`config.mk`:
```
export PLATFORM = sky130hd
export DESIGN_NAME = jtpopeye_dma
export DESIGN_NICKNAME = d
export VERILOG_FILES = /design/src/rtl/jtpopeye_dma_pkg.sv /design/src/rtl/jtpopeye_dma.sv
export SDC_FILE = /design/constraint.sdc
export NUM_CORES = 1
export LEC_CHECK = 0
export CORE_MARGIN = 1
export CORE_UTILIZATION = 60
export CTS_CLUSTER_DIAMETER = 50
export DETAILED_ROUTE_END_ITERATION = 7
export PLACE_DENSITY = 0.82
export SLEW_MARGIN = 10
export SYNTH_ARGS = -nofsm -noshare
export SYNTH_HDL_FRONTEND = slang
export SYNTH_SLANG_ARGS = --single-unit
```
`constraint.sdc`:
```
create_clock -name clk -period 3 [get_ports clk]
set_input_delay 0.45 -clock clk [delete_from_list [all_inputs] [get_ports clk]]
set_output_delay 0.45 -clock clk [all_outputs]
set_load 0.01 [all_outputs]
```
`src/rtl/jtpopeye_dma_pkg.sv`:
```
// Shared constants for the Popeye sprite DMA: FSM encoding and default frame geometry.
// The object line engine imports the same package so both sides agree on the frame length.
package jtpopeye_dma_pkg;

  typedef enum logic [1:0] {
    ST_IDLE = 2'd0,
    ST_REQ  = 2'd1,
    ST_XFER = 2'd2,
    ST_REL  = 2'd3
  } dma_state_e;

  localparam logic [9:0] DEF_LEN  = 10'd640;
  localparam logic [9:0] DEF_BASE = 10'd0;

endpackage

```
`src/rtl/jtpopeye_dma.sv`:
```
// Sprite DMA bus master: on each VB rising edge, borrows the main Z80 bus and copies
// LEN bytes from work RAM {1'b1, AD_DMA} into the video-side object buffer.
module jtpopeye_dma
  import jtpopeye_dma_pkg::*;
#(
  parameter logic [9:0] LEN  = DEF_LEN,
  parameter logic [9:0] BASE = DEF_BASE
) (
  input  logic       clk,
  input  logic       rst_n,
  input  logic       cpu_cen,
  input  logic       VB,
  output logic       busrq_n,
  input  logic       busak_n,
  output logic       dma_cs,
  output logic [9:0] AD_DMA,
  input  logic [7:0] DD_DMA,
  output logic [9:0] obj_addr,
  output logic [7:0] obj_data,
  output logic       obj_we,
  output logic       busy,
  output logic       overrun
);

  dma_state_e r_state;
  logic       r_vbl;
  logic [9:0] r_issued;
  logic [9:0] r_captured;
  logic       r_p1_valid;
  logic       r_p2_valid;
  logic [9:0] r_p1_addr;
  logic [9:0] r_p2_addr;
  logic       w_trigger;

  assign w_trigger = VB & ~r_vbl;

  // NOTE: every register here is reset asynchronously and assigned with <= so all
  // updates in one cpu_cen step see the previous values, independent of statement order.
  always_ff @(posedge clk or negedge rst_n) begin
    if (!rst_n) begin
      r_state    <= ST_IDLE;
      r_vbl      <= 1'b0;
      r_issued   <= '0;
      r_captured <= '0;
      r_p1_valid <= 1'b0;
      r_p2_valid <= 1'b0;
      r_p1_addr  <= '0;
      r_p2_addr  <= '0;
      busrq_n    <= 1'b1;
      dma_cs     <= 1'b0;
      AD_DMA     <= BASE;
      obj_addr   <= '0;
      obj_data   <= '0;
      obj_we     <= 1'b0;
      busy       <= 1'b0;
      overrun    <= 1'b0;
    end else if (cpu_cen) begin
      r_vbl <= VB;
      if (w_trigger && r_state != ST_IDLE) overrun <= 1'b1;

      case (r_state)
        ST_IDLE: begin
          if (w_trigger) begin
            r_state <= ST_REQ;
            busrq_n <= 1'b0;
            busy    <= 1'b1;
          end
        end

        ST_REQ: begin
          // The grant edge issues the first address, so it enters the read pipe here.
          if (!busak_n) begin
            r_state    <= ST_XFER;
            dma_cs     <= 1'b1;
            AD_DMA     <= BASE;
            r_issued   <= 10'd1;
            r_captured <= '0;
            r_p1_valid <= 1'b1;
            r_p1_addr  <= '0;
            r_p2_valid <= 1'b0;
          end
        end

        ST_XFER: begin
          if (busak_n || r_captured == LEN) begin
            // Bus taken back early or frame complete: drop whatever is still in flight.
            r_state    <= ST_REL;
            busrq_n    <= 1'b1;
            dma_cs     <= 1'b0;
            obj_we     <= 1'b0;
            r_p1_valid <= 1'b0;
            r_p2_valid <= 1'b0;
          end else begin
            r_p2_valid <= r_p1_valid;
            r_p2_addr  <= r_p1_addr;
            if (r_issued < LEN) begin
              AD_DMA     <= AD_DMA + 10'd1;
              r_p1_valid <= 1'b1;
              r_p1_addr  <= r_issued;
              r_issued   <= r_issued + 10'd1;
            end else begin
              r_p1_valid <= 1'b0;
            end
            obj_we <= r_p2_valid;
            if (r_p2_valid) begin
              obj_data   <= DD_DMA;
              obj_addr   <= r_p2_addr;
              r_captured <= r_captured + 10'd1;
            end
          end
        end

        ST_REL: begin
          if (busak_n) begin
            r_state <= ST_IDLE;
            busy    <= 1'b0;
          end
        end

        default: r_state <= ST_IDLE;
      endcase
    end
  end

endmodule

```
==> qor.csv <==
metric;value;unit
routability cong.;0.853;
most used routing layer;met2;
drt initial violations;277;
Resized cells post-CTS;0;
nets@finish;416;
Post-Syn Area;0.00385;mm2
worst rel slew slack;35.0;%
outcome;completed;
post-synthesis cell count;351;
Reg clk slew, reported paths;0.08;ns
Arr. time, crit path;2.62;ns
I/O pins;46;
total power;3470;uW
hold crit path type;in2async;
Max clock buf depth;2;
highest clock rate;0.419;GHz
Warnings, synthesis;0;
P&R area growth vs syn;19.7;%
fin area;0.00461;mm2
worst-path fanout max;14;
largest net degree at the start of global routing;79;
Core Area;0.00606;mm2
final-report hold violation count;0;
first-pass GRT wire length;13.7;mm
n_diodes;0;
sequential fraction of the synthesis area;50.8;%
dpl cell area;0.00435;mm2
Critical Path Most Common Cell;inv_1;
peak supply drop;0.620;mV
initial core utilization;63.5;%
Synth cell types;53;
crit share post-route;79.5;%
Max Cap Viol;0;
crit path kind;reg2reg;
WL final;8.39;mm
DP HPWL;5.62;mm
GRT met3 Usage;5.00;%
minimum clock period;2.38;ns
Leak;0.00200;uW
First-pass DRT Iterations;5;
Worst Path Required;3.24;ns
skew final;0.00820;ns
CTS H-tree depth;3;
WL/cell;17.7;um
CTS buffer count;9;
filler cell count in the final layout;413;
Hold-fix buffers, CTS;0;
count of clock tree sinks;78;
ys async rst share;100;%
CTS root buffer;clkbuf_8;
share of cells above drive strength 1;17.5;%
Critical Path End Type;flop;
ANT nets after route;0;
Sequential Area;0.00195;mm2
GR Util met1;36.4;%
syn nets;372;
# DRC;0;
I/O Buffers;45;
die area;0.00674;mm2
post-synthesis register bit count;78;
Setup Viol. Count Final;0;
CP max stage cell;dfrtp_1;
row count;28;
slowest stage delay, CP;0.40;ns
Avg Inst Size Synth;11.0;um2
clock insertion delay at the later pin of the skew report;0.36;ns
Slew Limit Fails;0;
worst slew pin tran;0.975;ns
vias per cell;6.31;
EDFF count, synth;0;
total grt overflow;0;
CTS tree;yes;
Multi-input gate area;0.00174;mm2
WHS;0.228;ns
Die H;82.1;um
met2 Use GR;44.3;%
CP Cell Sequence;inv_1, ha_1, inv_1, nand4_1, o21a_1, a221o_1;
startpoint types;flop;
Synth Flop Type;dfrtp_1;
GRT Overall Usage;27.5;%
initial antenna violation count;0;
setup_tns;0;ns
Die Wd;82.1;um
Post-CTS Setup Inserts;0;
power per cell area;754;mW/mm2
total number of vias;2989;
RSZ-0062 raised after global routing;false;
vias in the first global route;2893;
worst max-delay path, delay by kind of cell, from the launching register on:
family / cells / cell delay, ns
compound gates: 2 / 0.76
buf+inv: 2 / 0.41
flops: 1 / 0.40
fa+ha+maj: 1 / 0.37
simple gates: 1 / 0.33
cells in the mapped netlist (2+ instances only):
cell,n,area [um2]
nor2b_1,2,12.5
nand3_1,11,55.1
clkbuf_1,10,37.5
o21ai_0,26,130
nor4_1,4,25.0
o31a_1,2,17.5
nor2_1,7,26.3
a22o_1,2,17.5
mux2i_1,2,20.0
o31ai_1,2,15.0
nand4_1,5,31.3
ha_1,8,100
inv_1,13,48.8
nor3_1,7,35.0
buf_2,9,45.0
nand2b_1,12,75.1
dfrtp_1,77,1930
o211ai_1,15,113
a221o_1,2,20.0
o2111ai_1,2,17.5
or3_1,3,18.8
a31oi_1,28,175
and3_1,9,56.3
mux2_2,25,282
and4_1,2,17.5
nand2_1,29,109
a31o_2,2,17.5
a21oi_1,2,10.0
mux2_4,8,120
o21a_1,2,15.0
area by class of cell:
type                            count  area share (%)
Clock buffer                        9            2.69
Clock inverter                      6            2.91
Multi-Input combinational cell    239            37.7
Tap cell                           75            2.04
Sequential cell                    78            42.4
Timing Repair Buffer               54            11.2
Inverter                           13            1.06
placed cells by master, fill, tap and decap left out, types with 2 or more instances in the layout:
cell type	n
clkdlybuf4s50_1	44
nor2b_1	2
bufinv_16	4
or3_1	3
a22o_1	2
buf_4	10
mux2_4	8
a31o_2	2
dfrtp_1	77
clkbuf_8	9
o211ai_1	15
nand4_1	5
a221o_1	2
nand2b_1	12
nand3_1	11
a31oi_1	28
nand2_1	29
o2111ai_1	2
and4_1	2
ha_1	8
o31a_1	2
and3_1	9
a21oi_1	2
nor4_1	4
o31ai_1	2
mux2_2	25
inv_1	13
o21ai_0	26
nor3_1	7
o21a_1	2
mux2i_1	2
nor2_1	7
registers in the layout, summed over array words and instances, names as in the netlist, 2 cells and up:
| register | flops |
|---|---|
| AD_DMA | 10 |
| obj_addr | 10 |
| obj_data | 8 |
| r_captured | 10 |
| r_issued | 10 |
| r_p1_addr | 10 |
| r_p2_addr | 10 |
| r_state | 2 |
report_power, final:
part           switching, uW  internal, uW
clock network            383           633
logic                    577           474
registers                167          1240
total                   1130          2340
kinds of logic (layout without fill, tap and decap cells):
group	Yosys count	after routing	share of synthesized area [%]
compound gates	96	96	17.2
fa+ha+maj	8	8	2.60
buf+inv	34	82	4.10
flops	78	78	50.8
mux	35	35	11.0
simple gates	100	100	14.3
metal layers:
layer / share of wire (%) / vias up / wire (um)
li1: - / 1394 / -
met3: 4.7 / 17 / 395
met4: 1.9 / 0 / 159
met2: 48 / 106 / 4000
met1: 46 / 1472 / 3830
met5: 0 / - / 0
stage by stage:
stage | utilization (%) | cells | setup slack (ns)
global placement | 71.7 | 459 | 0.519
CTS | 76.0 | 474 | 0.617
detailed placement | 71.7 | 459 | 0.449
finish | 76.0 | 474 | 0.615
floorplan | - | 351 | 0.943
global route | 76.0 | 474 | 0.441
path summary, 6_finish.rpt:
path | startpoint | endpoint | cells after the start | slack [ns]
setup / recovery | r_state[0] | r_issued[9] | 6 | 0.62
hold / removal | rst_n | dma_cs | 1 | 0.23
setup reg to reg | r_state[0] | r_issued[9] | 6 | 0.62
hold reg to reg | overrun | overrun | 1 | 0.47
max in group asynchronous | rst_n | overrun | 1 | 2.12
min in group clk | overrun | overrun | 1 | 0.47
Note: power is estimated with default switching activity, not from simulation.
